<file path="config.mk">
export PLATFORM = sky130hd
export DESIGN_NAME = demux_1to4_collector
export DESIGN_NICKNAME = d
export VERILOG_FILES = /design/src/rtl/demux_1to4_collector_pkg.sv /design/src/rtl/demux_1to4_collector_lane_reg.sv /design/src/rtl/demux_1to4_collector.sv
export SDC_FILE = /design/constraint.sdc
export NUM_CORES = 1
export LEC_CHECK = 0
export CORE_AREA = 5 5 108 131
export CTS_BUF_LIST = sky130_fd_sc_hd__clkbuf_4 sky130_fd_sc_hd__clkbuf_8
export CTS_CLUSTER_DIAMETER = 30
export DETAILED_ROUTE_END_ITERATION = 10
export DIE_AREA = 0 0 113 136
export PLACE_DENSITY_LB_ADDON = 0.05
export SLEW_MARGIN = 40
export SYNTH_ARGS = -nofsm -noshare
export SYNTH_HDL_FRONTEND = slang
export SYNTH_SLANG_ARGS = --single-unit
export TNS_END_PERCENT = 5
</file>
<file path="constraint.sdc">
create_clock -name clk -period 6.4 [get_ports clk]
set_input_delay 1.92 -clock clk [delete_from_list [all_inputs] [get_ports clk]]
set_output_delay 1.92 -clock clk [all_outputs]
set_load 0.01 [all_outputs]
</file>
<file path="src/rtl/demux_1to4_collector_pkg.sv">
// Shared definitions for the 1-to-4 steering/collection stage.
// Holds the lane index constants, the FSM state encoding and the width of the fill counter.
// Also holds a popcount helper used to derive word_cnt from the lane-valid mask.
package demux_1to4_collector_pkg;

   localparam logic [1:0] LANE_A = 2'b00;
   localparam logic [1:0] LANE_B = 2'b01;
   localparam logic [1:0] LANE_C = 2'b10;
   localparam logic [1:0] LANE_D = 2'b11;

   localparam int CNT_W = 3;

   typedef enum logic {
      ST_FILL = 1'b0,
      ST_FULL = 1'b1
   } state_t;

   function automatic logic [CNT_W-1:0] lane_popcount(input logic [3:0] v);
      return {2'b00, v[0]} + {2'b00, v[1]} + {2'b00, v[2]} + {2'b00, v[3]};
   endfunction

endpackage

</file>
<file path="src/rtl/demux_1to4_collector_lane_reg.sv">
// lane_reg: N-bit holding register for one output lane of the collector.
// Ports: clk_i/rst_i (async active-high reset to 0), we_i write enable, d_i data in, q_o held data.
// Latency: written data is visible on q_o one cycle after the enabled edge; no backpressure.
module lane_reg #(
   parameter int N = 32
) (
   input  logic         clk_i,
   input  logic         rst_i,
   input  logic         we_i,
   input  logic [N-1:0] d_i,
   output logic [N-1:0] q_o
);

   logic [N-1:0] data_q;

   always_ff @(posedge clk_i or posedge rst_i) begin
      if (rst_i) begin
         data_q <= '0;
      end else if (we_i) begin
         data_q <= d_i;
      end
   end

   assign q_o = data_q;

endmodule

</file>
<file path="src/rtl/demux_1to4_collector.sv">
// demux_1to4_collector: steers single words by slc into four held lanes, emits them as one bundle.
// Ports: in_valid/in_ready/slc/din producer side, clr discard, out_a..out_d/lane_valid/word_cnt/out_valid/out_ready consumer side.
// Latency 1 cycle per word; in_ready low while a full bundle waits for out_ready, clr drops a partial bundle.
module demux_1to4_collector
   import demux_1to4_collector_pkg::*;
#(
   parameter int N = 32
) (
   input  logic             clk,
   input  logic             rst,
   input  logic             in_valid,
   output logic             in_ready,
   input  logic [1:0]       slc,
   input  logic [N-1:0]     din,
   input  logic             clr,
   output logic [N-1:0]     out_a,
   output logic [N-1:0]     out_b,
   output logic [N-1:0]     out_c,
   output logic [N-1:0]     out_d,
   output logic [3:0]       lane_valid,
   output logic [CNT_W-1:0] word_cnt,
   output logic             out_valid,
   input  logic             out_ready
);

   state_t           state_q, state_d;
   logic [3:0]       lane_valid_q, lane_valid_d;
   logic [CNT_W-1:0] word_cnt_q, word_cnt_d;

   logic             accept;
   logic [3:0]       lane_sel;
   logic [3:0]       lane_we;

   // Lane enable decoder. clr wins over a same-cycle write, so it masks acceptance.
   always_comb begin
      accept   = in_valid & in_ready & ~clr;
      lane_sel = 4'b0000;
      case (slc)
         LANE_A:  lane_sel = 4'b0001;
         LANE_B:  lane_sel = 4'b0010;
         LANE_C:  lane_sel = 4'b0100;
         LANE_D:  lane_sel = 4'b1000;
         default: lane_sel = 4'b0000;
      endcase
      lane_we = accept ? lane_sel : 4'b0000;
   end

   // State and fill-tracking registers.
   always_ff @(posedge clk or posedge rst) begin
      if (rst) begin
         state_q      <= ST_FILL;
         lane_valid_q <= 4'b0000;
         word_cnt_q   <= '0;
      end else begin
         state_q      <= state_d;
         lane_valid_q <= lane_valid_d;
         word_cnt_q   <= word_cnt_d;
      end
   end

   // Next-state logic. Rewriting an already-valid lane leaves the mask unchanged,
   // so the bundle completes only when the last missing lane arrives.
   always_comb begin
      state_d      = state_q;
      lane_valid_d = lane_valid_q;
      case (state_q)
         ST_FILL: begin
            if (clr) begin
               lane_valid_d = 4'b0000;
            end else begin
               lane_valid_d = lane_valid_q | lane_we;
               if (lane_valid_d == 4'b1111) begin
                  state_d = ST_FULL;
               end
            end
         end
         ST_FULL: begin
            if (out_ready) begin
               lane_valid_d = 4'b0000;
               state_d      = ST_FILL;
            end
         end
         default: begin
            state_d      = ST_FILL;
            lane_valid_d = 4'b0000;
         end
      endcase
      word_cnt_d = lane_popcount(lane_valid_d);
   end

   // Outputs depend on the registered state only.
   always_comb begin
      in_ready  = (state_q == ST_FILL);
      out_valid = (state_q == ST_FULL);
   end

   assign lane_valid = lane_valid_q;
   assign word_cnt   = word_cnt_q;

   lane_reg #(.N(N)) u_lane_a (.clk_i(clk), .rst_i(rst), .we_i(lane_we[0]), .d_i(din), .q_o(out_a));
   lane_reg #(.N(N)) u_lane_b (.clk_i(clk), .rst_i(rst), .we_i(lane_we[1]), .d_i(din), .q_o(out_b));
   lane_reg #(.N(N)) u_lane_c (.clk_i(clk), .rst_i(rst), .we_i(lane_we[2]), .d_i(din), .q_o(out_c));
   lane_reg #(.N(N)) u_lane_d (.clk_i(clk), .rst_i(rst), .we_i(lane_we[3]), .d_i(din), .q_o(out_d));

endmodule
</file>
# [Word-level counts from Yosys, hierarchy flattened]
# Cells that the tools add are included.
[classes] add_sub_neg=3 eq_ne=4 mux=9 n_reduce_logical=1 n_bitwise=5
[ops] operator="4-bit one-hot mux with 4 select lines" count=1
[ops] operator="4-bit two-way mux" count=3
[ops] operator="4-bit one-hot mux with 2 select lines" count=1
[ops] operator="2-bit equality test (second input constant)" count=2
[ops] operator="4-bit equality test (second input constant)" count=1
[ops] operator="4-bit OR" count=1
[ops] operator="2-bit by 1-bit adder with 3-bit output" count=1
[ops] operator="3-bit by 1-bit adder with 3-bit output" count=1
[ops] operator="1-bit two-way mux" count=3
[ops] operator="1-bit by 1-bit adder with 2-bit output" count=1
[ops] operator="1-bit AND" count=2
[ops] operator="2-bit by 1-bit equality test with 1-bit output (second input constant)" count=1
[ops] operator="2-bit logical NOT" count=1
[ops] operator="1-bit inverter" count=2
[ops] operator="1-bit one-hot mux with 2 select lines" count=1
[totals] regBits=136 out_inout_bits=137 inputBits=39

# [Depth between registers and ports, before layout]
# Gate-level depths: netlist of the first run.
[depth] ltp_word=10 mapped_depth=6 mapped_depth_nobuf=6

# [Hierarchy]
# A second synthesis of the first run with hierarchy kept.
[unflattened] hier_cells=311 area_unflattened_um2=5816.8
[modules_own_cells] module="lane_reg" n_inst=4 area_per_inst_um2=1348.8 seq_area_each_um2=800.8 cells_each=69
[modules_own_cells] module="demux_1to4_collector" n_inst=1 area_per_inst_um2=421.7 seq_area_each_um2=200.2 cells_each=35

# [Worst setup path after synthesis of the first run]
# Ideal clock, no wire load.
[synth_timing] path_type="in2reg" from="in clr" to="reg word_cnt_q[1], in the netlist word_cnt[1]" required_time_ns=6.274 path_stages=6 path_slack_ns=2.825 setup_time_ns=0.126 path_buffers=0 t_arrival_ns=3.449 cell_sequence="nor2_4 -> a41oi_1 -> o31ai_1 -> fa_1 -> ha_1 -> ha_1"
[synth_between] word_cells_on_any_way=9 cone_classes="add/sub: 3; mux: 3; bitwise: 3"
[synth_rtl] item="start, declared" line="demux_1to4_collector.sv:15" rtl="input logic clr,"
[synth_rtl] item="1-bit inverter" line="demux_1to4_collector.sv:36" rtl="accept = in_valid & in_ready & ~clr;"
[synth_rtl] item="1-bit AND" line="demux_1to4_collector.sv:36"
[synth_rtl] item="4-bit two-way mux" line="demux_1to4_collector.sv:45" rtl="lane_we = accept ? lane_sel : 4'b0000;"
[synth_rtl] item="4-bit OR" line="demux_1to4_collector.sv:71" rtl="lane_valid_d = lane_valid_q | lane_we;"
[synth_rtl] item="4-bit two-way mux (*)" line="demux_1to4_collector.sv:68" rtl="if (clr) begin"
[synth_rtl] item="4-bit one-hot mux with 2 select lines (*)" line="demux_1to4_collector.sv:66" rtl="case (state_q)"
[synth_rtl] item="named net lane_valid_d[3]" line="demux_1to4_collector.sv:27" rtl="logic [3:0] lane_valid_q, lane_valid_d;"
[synth_rtl] item="3-bit by 1-bit adder with 3-bit output (*)" line="demux_1to4_collector_pkg.sv:19" rtl="return {2'b00, v[0]} + {2'b00, v[1]} + {2'b00, v[2]} + {2'b00, v[3]};"
[synth_rtl] item="named net word_cnt_d[1]" line="demux_1to4_collector.sv:28" rtl="logic [CNT_W-1:0] word_cnt_q, word_cnt_d;"
[synth_rtl] item="end signal, assigned" line="demux_1to4_collector.sv:57" rtl="word_cnt_q <= word_cnt_d;"
[synth_rtl] item="end, declared" line="demux_1to4_collector.sv:28"
# Mark *: on every way through the listed nets, which the timed path passes. The rest lies on a longest branch.
# A chain may end at the register's enable or synchronous reset.

# [Worst setup path in the final report of the first run]
# Ends and elaborated chain as after synthesis.

==> impl_metrics.tcl, run 1 <==
set metrics [dict create \
    crit_path_frequent_cell "ha_1" \
    antenna_left 0 \
    holdBufCountCts 0 \
    placed_cells 638 \
    layout_setup_ws_ps 2490 \
    port_buffers 175 \
    synthDistinctLibCells 23 \
    die_y_um 136 \
    cts_sinks 136 \
    wl_met3_um 1080 \
    grt_start_max_net_pins 108 \
    finalSetupViolCount 0 \
    grt_first_pass_wirelength_um 20100 \
    antenna_cells 0 \
    wl_met1_um 4930 \
    cts_tree "done" \
    powerDensity_nw_per_um2 342 \
    peakVddDrop_mv 0.140 \
    dp_hpwl_um 8430 \
    h-tree-depth 4 \
    maxSlewHeadroom 0.501 \
    tightest_slew_ps 746 \
    fin_cells 670 \
    status "finished, final reports clean" \
    cts_resized 0 \
    area_delta_synth_final_pct 44.3 \
    start_util 0.408 \
    via_count 3253 \
    numCtsBuffers 17 \
    drt_iter0_drc 54 \
    worstPathMaxFanout 9 \
    core_um2 12800 \
    path_cells "clkdlybuf4s50_1 > nor2_4 > a41oi_1 > o31ai_1 > fa_1 > ha_1 > ha_1" \
    drive_gt1_frac 0.333 \
    arrival_ps 4230 \
    die_w_um 113 \
    synthFlopType "dfrtp_1" \
    die_area_um2 15400 \
    period_minus_slack_ps 3910 \
    ioPinCount 176 \
    clock_path_buffers 2 \
    synth_nets 348 \
    ys_seq_area_frac 0.650 \
    slowest_delay_ps 500 \
    wl_per_cell_um 18.7 \
    pre_cts_ws_ps 2050 \
    hold_viol 0 \
    dr_wl_met2_um 6280 \
    clockRootBuffer "clkbuf_8" \
    clkTransAtPathRegs_ps 80 \
    routed_via_density 4.86 \
    placementRows 46 \
    finalWirelength_um 12500 \
    syn_inst 306 \
    antenna_found_initial 0 \
    cap_viol_max_count 0 \
    grt_overflow 0 \
    dr.pass1.iters 4 \
    ys_warn_count 0 \
    route.detailed.drc 0 \
    track_usage 0.170 \
    synth_area_um2 5240 \
    place_congestion 0.738 \
    finalCritPeriodShare 0.611 \
    p_total_w 0.00258 \
    yosys_register_bits 136 \
    top_layer "met4" \
    hold_class "reg2reg" \
    final_util 0.589 \
    clock_latency_ps 430 \
    final_nets 531 \
    finClkSkew_ps 9.25 \
    slowest_stage "fa_1" \
    critPathKind "in2reg" \
    post_cts_buffers 0 \
    async_flop_share 1.00 \
    max_freq_mhz 256 \
    synth_edf_count 0 \
    crit_path_end_kind "flop" \
    tns_ps 0 \
    syn_avg_cell_area_um2 17.1 \
    rsz0062_at_grt "no" \
    final_max_slew_viol_count 0 \
    critPathRequiredTime_ps 6720 \
    p_leak_nw 3.26 \
    worst_setup_path_start_kind "input pin" \
    grt_pass1_vias 3582 \
    worst-r2r-setup-slack_ps 4020 \
]
-- worst max-delay path, delay by kind of cell --
kind | cells | cell delay (ps)
buffers and inverters | 1 | 470
and+or+nand+nor | 1 | 280
AOI/OAI and AO/OA | 2 | 590
adders and majority gates | 3 | 970
-- state kept, by name, indices dropped and copies added, names as in the netlist --
signal,cells
u_lane_d.q_o,32
u_lane_c.q_o,32
u_lane_b.q_o,32
word_cnt,3
u_lane_a.q_o,32
lane_valid,4
out_valid,1
-- cell type report --
class / instances / area, um^2
Clock buffer: 21 / 283
Multi-Input combinational cell: 154 / 1760
Fill cell: 1057 / 5280
Sequential cell: 136 / 3400
Timing Repair Buffer: 177 / 1770
Clock inverter: 11 / 121
Inverter: 3 / 18.8
Tap cell: 168 / 210
-- placed cells by master (no fill, tap or decap), types with 2 or more instances in the layout --
cell             synthesis  final
bufinv_16                0      2
clkdlybuf4s50_1          0    175
nor2b_1                  2      2
nor2_1                   2      2
clkinv_2                 0      3
nand2_1                  6      5
mux2_2                  98     98
ha_1                     2      2
o21ai_0                  2      2
dfrtp_1                136    136
clkbuf_8                 0     20
buf_4                    0      2
inv_1                    3      2
mux2_4                  30     30
clkinvlp_4               0      5
-- logic make-up after synthesis --
family	after synthesis	share of synthesized area
muxes	128	0.297
AOI/OAI and AO/OA	7	0.00884
buffers and inverters	16	0.0193
and+or+nand+nor	16	0.0167
DFF	136	0.650
adders and majority gates	3	0.00860
-- final timing paths --
path                                              startpoint                           end  depth (start not counted)
worst max-delay path                                     clr         word_cnt[1]$_DFF_PP0_                          7
worst min-delay path            u_lane_b.q_o[10]$_DFFE_PP0P_  u_lane_b.q_o[10]$_DFFE_PP0P_                          1
worst max register to register           out_valid$_DFF_PP0_         word_cnt[1]$_DFF_PP0_                          6
worst min register to register  u_lane_b.q_o[10]$_DFFE_PP0P_  u_lane_b.q_o[10]$_DFFE_PP0P_                          1
max in group asynchronous                                rst  u_lane_b.q_o[19]$_DFFE_PP0P_                          3
min in group asynchronous                                rst  u_lane_b.q_o[24]$_DFFE_PP0P_                          2
-- power breakdown --
group	switching, W	internal (W)
Sequential	0.0000967	0.00104
Combinational	0.000265	0.000478
Clock	0.000323	0.000380
Total	0.000684	0.00190
-- synthesized netlist by cell type (2+ instances only) --
cell	count	area, um^2
buf_2	9	45.0
buf_6	4	45.0
dfrtp_1	136	3400
ha_1	2	25.0
inv_1	3	11.3
mux2_2	98	1100
mux2_4	30	450
nand2_1	6	22.5
nor2_1	2	7.51
nor2b_1	2	12.5
o21ai_0	2	10.0
-- per-stage QoR --
stage | hold WS, ps | area, um^2
2_1_floorplan | 550 | 5240
3_3_place_gp | 487 | 7140
3_5_place_dp | 492 | 7150
4_1_cts | 509 | 7560
5_1_grt | 519 | 7560
6_report | 504 | 7560
-- routing by layer --
layer  up-vias  global-route usage
met2       131               0.277
met3        20              0.0775
met5         -                   0
li1       1453                   -
met4         0              0.0574
met1      1649               0.201
(Power assumes the default switching activity.)
==> run 2, diff against run 1 <==
==> constraint.sdc (replaced) <==
create_clock -name clk -period 4 [get_ports clk]
set_input_delay 1.2 -clock clk [delete_from_list [all_inputs] [get_ports clk]]
set_output_delay 1.2 -clock clk [all_outputs]
set_load 0.01 [all_outputs]
==> run 2 against run 1 <==
Net effect: largest power group unchanged; count of clock-buffer cells in the layout down 3; sequential power grew 60%; largest cell class unchanged; setup slack got worse by 1700 ps; flip-flop and latch count unchanged; final cell count up 0.45%; critical endpoint unchanged; critical path depth is the same; global-route usage down 0.70 points; register-to-register slack worse by 2300 ps; hold slack better by 0.91 ps; power increased by 55%.
==> impl_metrics.tcl, run 2 (synthesis gave the netlist of run 1 again) <==
set metrics [dict create \
    status "finished, final reports clean" \
    pre_cts_ws_ps 414 \
    core_um2 12800 \
    grt_overflow 0 \
    clkTransAtPathRegs_ps 70 \
    peakVddDrop_mv 0.285 \
    wl_per_cell_um 18.2 \
    clock_latency_ps 420 \
    final_nets 535 \
    track_usage 0.163 \
    critPathKind "in2reg" \
    finalSetupViolCount 0 \
    cap_viol_max_count 0 \
    powerDensity_nw_per_um2 532 \
    final_cell_area_um2 7530 \
    p_total_w 0.00400 \
    area_delta_synth_final_pct 43.8 \
    hold_class "reg2reg" \
    routed_via_density 4.85 \
    via_count 3263 \
    holdBufCountCts 0 \
    grt_first_pass_wirelength_um 19300 \
    final_cell_mix "175 x clkdlybuf4s50_1, 136 x dfrtp_1, 98 x mux2_2" \
    ioPinCount 176 \
    hold_viol 0 \
    placementRows 46 \
    finClkSkew_ps 7.05 \
    arrival_ps 3470 \
    cts_resized 0 \
    final_common_cell "clkdlybuf4s50_1" \
    route.detailed.drc 0 \
    place_congestion 0.780 \
    h-tree-depth 4 \
    die_area_um2 15400 \
    finalWirelength_um 12300 \
    clock_path_buffers 2 \
    tightest_slew_ps 816 \
    layout_setup_ws_ps 836 \
    crit_path_end_kind "flop" \
    max_freq_mhz 316 \
    place_area_um2 7180 \
    final_max_slew_viol_count 0 \
    antenna_found_initial 0 \
    tns_ps 0 \
    antenna_cells 0 \
    cts_tree "done" \
    drive_gt1_frac 0.337 \
    dp_hpwl_um 8350 \
    period_minus_slack_ps 3160 \
    cts_sinks 136 \
    die_w_um 113 \
    port_buffers 175 \
    antenna_left 0 \
    finalCritPeriodShare 0.791 \
    grt_start_max_net_pins 137 \
    critPathRequiredTime_ps 4310 \
    grt_pass1_vias 3471 \
    rsz0062_at_grt "no" \
    start_util 0.408 \
    worstPathMaxFanout 9 \
    worst_setup_path_start_kind "input pin" \
    p_leak_nw 3.26 \
    post_cts_buffers 0 \
    numCtsBuffers 17 \
    maxSlewHeadroom 0.456 \
    die_y_um 136 \
    clockRootBuffer "clkbuf_8" \
    dr.pass1.iters 4 \
    drt_iter0_drc 78 \
]
[run 2: cell count changes in the layout (fill, tap and decap cells not counted), sizes merged]
cell,before,now
clkinv,3,9
clkinvlp,5,4
inv,4,2
clkbuf,21,18
bufinv,2,1
buf,2,6
[run 2: metrics by stage]
stage | std cells | hold WS, ps | utilization
after floorplan | 306 | 550 | -
after global placement | 642 | 486 | 0.559
after detailed placement | 642 | 492 | 0.559
after CTS | 673 | 509 | 0.587
after global routing | 673 | 516 | 0.587
final | 673 | 505 | 0.587
[run 2: worst max-delay path, stage by stage]
cell             delay, ps
clkdlybuf4s50_1        470
nor2_4                 240
a41oi_1                180
o31ai_1                420
fa_1                   500
ha_1                   200
ha_1                   260
[run 2: worst paths after layout]
| path | startpoint | end | slack (ps) | cells past startpoint |
|---|---|---|---|---|
| min | u_lane_a.q_o[2]$_DFFE_PP0P_ | u_lane_a.q_o[2]$_DFFE_PP0P_ | 510 | 1 |
| min in group asynchronous | rst | u_lane_d.q_o[26]$_DFFE_PP0P_ | 1240 | 3 |
| min reg2reg | u_lane_a.q_o[2]$_DFFE_PP0P_ | u_lane_a.q_o[2]$_DFFE_PP0P_ | 510 | 1 |
| max | clr | word_cnt[1]$_DFF_PP0_ | 840 | 7 |
| max in group asynchronous | rst | u_lane_d.q_o[30]$_DFFE_PP0P_ | 2070 | 3 |
| max reg2reg | out_valid$_DFF_PP0_ | word_cnt[1]$_DFF_PP0_ | 1670 | 6 |
[run 2: cell type report]
class                   instances  area (um^2)
fillers                      1063         5310
flip-flops and latches        136         3400
repair buffers                181         1810
multi-input cells             154         1740
clock buffers                  18          241
well taps                     168          210
clock inverters                13          109
inverters                       3         15.0
[run 2: power by group]
group	total (W)	internal [W]	switching (W)
sequential	0.00182	0.00166	0.000151
combinational	0.00119	0.000766	0.000424
clock	0.000999	0.000489	0.000510
[run 2: metal layers]
metal | global-route usage | part of all wire | up-vias
met3 | 0.0699 | 0.088 | 13
li1 | - | - | 1454
met5 | 0 | 0 | -
met4 | 0.0588 | 0.014 | 0
met2 | 0.268 | 0.50 | 117
met1 | 0.192 | 0.40 | 1679
==> run 3, diff against run 2 <==
==> constraint.sdc (replaced) <==
create_clock -name clk -period 2.8 [get_ports clk]
set_input_delay 0.84 -clock clk [delete_from_list [all_inputs] [get_ports clk]]
set_output_delay 0.84 -clock clk [all_outputs]
set_load 0.01 [all_outputs]
==> run 3 against run 2 <==
Net effect: core utilization is 1.9 points higher; combinational power increased by 44%; power grew 50%; critical path depth up 1; first-iteration DRC count is 31% lower; critical endpoint unchanged.
==> impl_metrics.tcl, run 3 (synthesis gave the netlist of run 1 again) <==
set metrics [dict create \
    status "finished, final reports clean" \
    wl_per_cell_um 18.3 \
    start_util 0.408 \
    layout_setup_ws_ps 240 \
    final_nets 548 \
    ioPinCount 176 \
    h-tree-depth 4 \
    arrival_ps 2880 \
    finalSetupViolCount 0 \
    hold_class "reg2reg" \
    peakVddDrop_mv 0.528 \
    fillers 1020 \
    final_util 0.606 \
    grt_overflow 0 \
    clockRootBuffer "clkbuf_8" \
    final_cell_mix "175 x clkdlybuf4s50_1, 136 x dfrtp_1, 98 x mux2_2" \
    route.detailed.drc 0 \
    p_leak_nw 3.39 \
    finClkSkew_ps 6.15 \
    fin_cells 687 \
    cts_tree "done" \
    area_delta_synth_final_pct 48.5 \
    multiInputGateArea_um2 1740 \
    final_cell_area_um2 7780 \
    routed_via_density 4.78 \
    clock_latency_ps 430 \
    numCtsBuffers 17 \
    drt_iter0_drc 54 \
    antenna_left 0 \
    p_total_w 0.00601 \
    worstPathMaxFanout 2 \
    placementRows 46 \
    place_congestion 0.748 \
    finalWirelength_um 12500 \
    die_w_um 113 \
    clkTransAtPathRegs_ps 70 \
    grt_first_pass_wirelength_um 20100 \
    p_int_w 0.00448 \
    net-switching-power_w 0.00154 \
    cts_sinks 136 \
    final_max_slew_viol_count 0 \
    max_freq_mhz 391 \
    worst_setup_path_start_kind "input pin" \
    place_area_um2 7350 \
    p_sw_frac 0.256 \
    grt_start_max_net_pins 45 \
    cap_viol_max_count 0 \
    final_common_cell "clkdlybuf4s50_1" \
    critPathKind "in2reg" \
    finalCritPeriodShare 0.914 \
    period_minus_slack_ps 2560 \
    seqPwrFrac 0.433 \
    powerDensity_nw_per_um2 773 \
    dr.pass1.iters 4 \
    hold_viol 0 \
    antenna_found_initial 0 \
    antenna_cells 0 \
    critPathRequiredTime_ps 3120 \
    die_area_um2 15400 \
    rsz0062_at_grt "no" \
    holdBufCountCts 0 \
    die_y_um 136 \
    placed_cells 655 \
    dp_hpwl_um 8870 \
    tightest_slew_ps 516 \
    port_buffers 175 \
    via_count 3284 \
    crit_path_end_kind "flop" \
    p_comb_frac 0.285 \
    clock_path_buffers 2 \
    clkPwrFrac 0.282 \
    post_cts_buffers 0 \
    maxSlewHeadroom 0.655 \
    grt_pass1_vias 3659 \
    pre_cts_ws_ps -183 \
    drive_gt1_frac 0.355 \
    seq_area_um2 3400 \
    core_um2 12800 \
    track_usage 0.171 \
    cts_resized 0 \
]
-- run 3: changes by cell type in the layout (fill, tap and decap cells not counted) --
cell        previous run  this run
clkbuf_4               1         2
buf_12                 1         7
clkinv_4               3         0
buf_4                  5        12
clkbuf_8              17        21
clkinvlp_4             4         1
bufinv_16              1         3
-- run 3: final timing paths --
path / from / end / slack, ps / cells past startpoint
setup / recovery: clr / word_cnt[1]$_DFF_PP0_ / 240 / 8
hold / removal: u_lane_d.q_o[6]$_DFFE_PP0P_ / u_lane_d.q_o[6]$_DFFE_PP0P_ / 510 / 1
setup reg to reg: out_valid$_DFF_PP0_ / word_cnt[1]$_DFF_PP0_ / 690 / 7
hold reg to reg: u_lane_d.q_o[6]$_DFFE_PP0P_ / u_lane_d.q_o[6]$_DFFE_PP0P_ / 510 / 1
max in group asynchronous: rst / u_lane_b.q_o[16]$_DFFE_PP0P_ / 1390 / 3
min in group asynchronous: rst / u_lane_c.q_o[27]$_DFFE_PP0P_ / 830 / 2
-- run 3: power by group through the flow --
| stage | clock network (W) | logic, W | registers, W |
|---|---|---|---|
| 2_1_floorplan | 0 | 0.000476 | 0.00281 |
| 3_3_place_gp | 0 | 0.00172 | 0.00262 |
| 3_5_place_dp | 0 | 0.00174 | 0.00264 |
| 4_1_cts | 0.00176 | 0.00175 | 0.00261 |
| 5_1_grt | 0.00185 | 0.00182 | 0.00265 |
| 6_report | 0.00170 | 0.00171 | 0.00260 |
-- run 3: worst max-delay path, cell delays in order --
cell and delay (ps):
clkdlybuf4s50_1 460, nor2_4 130, a41oi_1 150, o31ai_1 240, buf_4 160, fa_1 420, ha_1 200, ha_1 260
-- run 3: routing by layer --
layer,GRT usage,part of all wire
met1,0.204,0.40
met2,0.274,0.50
met3,0.0721,0.083
met4,0.0681,0.017
met5,0,0
-- run 3: cell type report --
type | count | area share
clock inverter | 9 | 0.0154
timing repair buffer | 194 | 0.255
inverter | 3 | 0.00193
multi-input combinational | 154 | 0.224
sequential | 136 | 0.438
clock buffer | 23 | 0.0391
tap | 168 | 0.0270
-- run 3: stage by stage --
step	setup TNS, ps	hold slack [ps]
4_1_cts	0	509
2_1_floorplan	0	550
3_3_place_gp	-239	487
5_1_grt	0	525
3_5_place_dp	-270	493
6_report	0	506
==> patch, RTL diff (config.mk and constraints of run 1) <==
Reset style: synchronous (`rst` and `rst_i`), changed in 2 clocked blocks. Comments in the files are not updated.
--- a/src/rtl/demux_1to4_collector_lane_reg.sv
+++ b/src/rtl/demux_1to4_collector_lane_reg.sv
@@ -14,5 +14,5 @@
    logic [N-1:0] data_q;
 
-   always_ff @(posedge clk_i or posedge rst_i) begin
+   always_ff @(posedge clk_i) begin
       if (rst_i) begin
          data_q <= '0;
--- a/src/rtl/demux_1to4_collector.sv
+++ b/src/rtl/demux_1to4_collector.sv
@@ -47,5 +47,5 @@
 
    // State and fill-tracking registers.
-   always_ff @(posedge clk or posedge rst) begin
+   always_ff @(posedge clk) begin
       if (rst) begin
          state_q      <= ST_FILL;
Behaviour: differs if rst is asserted again (counterexample within 4 cycles, from zero or initial values and one cycle with rst high); with rst held inactive, the same outputs for 4 cycles.
==> patch against run 1 <==
- area after synthesis rose by 1.5%
- sequential cell count is the same
- wire length grew 30%
- non-clock buffer count grew 7
- setup slack better by 0.025 ns
- design area down 2.6%
- critical endpoint is now word_cnt[1]
- largest cell class unchanged
Power is not compared: it rests on default switching activity, and its combinational part moved more than twofold at a synthesized area within 25%.
==> patch: results (changes against run 1) <==
- Register area share after synthesis: 51.2% (was 65.0%)
- Gate power share: 10.1%
- Post-DR wirelength/cell: 17.3 um (was 18.7 um)
- Synth Net Count: 670 (was 348)
- Layout cells sized above 1: 6.46% (was 33.3%)
- Vias: 5239 (was 3253)
- GP Congestion: 0.873 (was 0.738)
- DP HPWL: 10000 um (was 8430 um)
- GR Layer Usage met2: 33.0% (was 27.7%)
- Worst-path clk slew: 0.08 ns (about the same)
- Met3 usage: 6.90% (was 7.75%)
- First-iteration detailed-routing DRC count: 266 (was 54)
- CTS resizes: 0 (unchanged)
- Postcts setup bufs: 0 (unchanged)
- Drt drc: 0 (unchanged)
- Initial antenna violation count: 0 (unchanged)
- First-pass GRT wire length: 25900 um (was 20100 um)
- CTS H-Tree Depth: 4 (unchanged)
- Top cells by count, synth: dfxtp_1 (136), a21oi_1 (135), nand3_1 (128), o21ai_1 (120), clkbuf_1 (24) (was dfrtp_1 (136), mux2_2 (98), mux2_4 (30), buf_2 (9), nand2_1 (6))
- Async SR Flop Fraction: 0% (was 100%)
- Inserted Clock Buffers: 17 (unchanged)
- Met1 Resource Use GR: 26.0% (was 20.1%)
- CTS root buf: clkbuf_8 (unchanged)
- Nets: 803 (was 531)
- GRT Util Overall: 20.8% (was 17.0%)
- Largest net degree at the start of global routing: 105 (was 108)
- Critical Path Max Stage Delay: 0.53 ns (was 0.50 ns)
- Final Skew: 0.00946 ns (was 0.00925 ns)
- Area contributors post-synth: dfxtp_1 (51%), a21oi_1 (13%), nand3_1 (12%) (was dfrtp_1 (65%), mux2_2 (21%), mux2_4 (8.6%))
- Pre-CTS WS: 2.04 ns (was 2.05 ns)
- Leak: 2.35 nW
- Fillers: 1196 (was 1057)
- Max Slew Vio Count: 0 (unchanged)
- Port buffer count: 175 (unchanged)
- Clock latency on the worst-skew pair: 0.43 ns (about the same)
- Worst IR Drop VDD: 0.112 mV
- Initial DRT Pass Iterations: 5 (was 4)
- Max Fanout on Critical Path: 8 (was 9)
- ANT cells: 0 (unchanged)
- CTS Buffer Depth: 2 (unchanged)
- Placed Instances: 910 (was 638)
- Psw: 0.465 mW
- Mapped Cells: 628 (was 306)
- Slew @ Worst Pin: 0.776 ns (was 0.746 ns)
- WP data arrival: 4.21 ns (was 4.23 ns)
- Drt via density: 5.56 (was 4.86)
- CP max stage cell: clkdlybuf4s50_1 (was fa_1)
- Grt ovf: 0 (unchanged)
- Status: finished, final reports clean (unchanged)
- Vias in the first global route: 4976 (was 3582)
- HP Class: register to register (unchanged)
- Number of synthesis warnings: 0 (unchanged)
- Worst path top cell family by delay: adder cells (unchanged)
- Yosys cell types: 25 (was 23)
- Clock network power: 0.749 mW
## patch: final cells by class
class                      instances  area, um^2  area share (%)
clock buffer                      19         255            3.47
timing repair buffer             184        1820            24.7
multi-input combinational        421        2180            29.6
clock inverter                    13         169            2.29
sequential                       136        2720            37.0
inverter                           1        3.75          0.0510
tap                              168         210            2.85
## patch: kinds of logic (layout without fill, tap and decap cells)
logic type / Yosys count / count (layout) / synth area share, %
AOI/OAI and AO/OA: 266 / 266 / 25.1
adders and majority gates: 3 / 3 / 0.847
and+or+nand+nor: 152 / 152 / 14.6
buffers and inverters: 71 / 217 / 8.21
DFF: 136 / 136 / 51.2
## patch: through the flow
stage	util (%)	power, mW	instance area (um^2)	hold slack (ns)
after floorplan	-	0.992	5320	0.498
final	57.4	1.80	7360	0.481
after CTS	57.4	1.82	7360	0.482
after detailed placement	54.1	1.08	6940	0.469
after global placement	54.0	1.07	6940	0.466
after global routing	57.4	1.88	7360	0.504
## patch: worst register-to-register path, stage by stage, from the launching register on
cell and delay, ns:
dfxtp_1 0.54, nor2b_1 0.35, a21oi_1 0.15, nor2_1 0.15, fa_1 0.44, ha_1 0.20
ha_1 0.26, nor2b_1 0.12
## patch: path summary, 6_finish.rpt
check / start / to / slack [ns] / cells after the start
min: u_lane_a.q_o[3] / u_lane_a.q_o[3] / 0.48 / 2
max: clr / word_cnt[1] / 2.51 / 8
min reg2reg: u_lane_a.q_o[3] / u_lane_a.q_o[3] / 0.48 / 2
max reg2reg: out_valid / word_cnt[1] / 4.08 / 7
## patch: layer usage
metal,routed length [um],vias to the layer above
met2,7900,195
met4,371,0
met1,6670,2502
met3,1330,26
li1,-,2516
met5,0,-
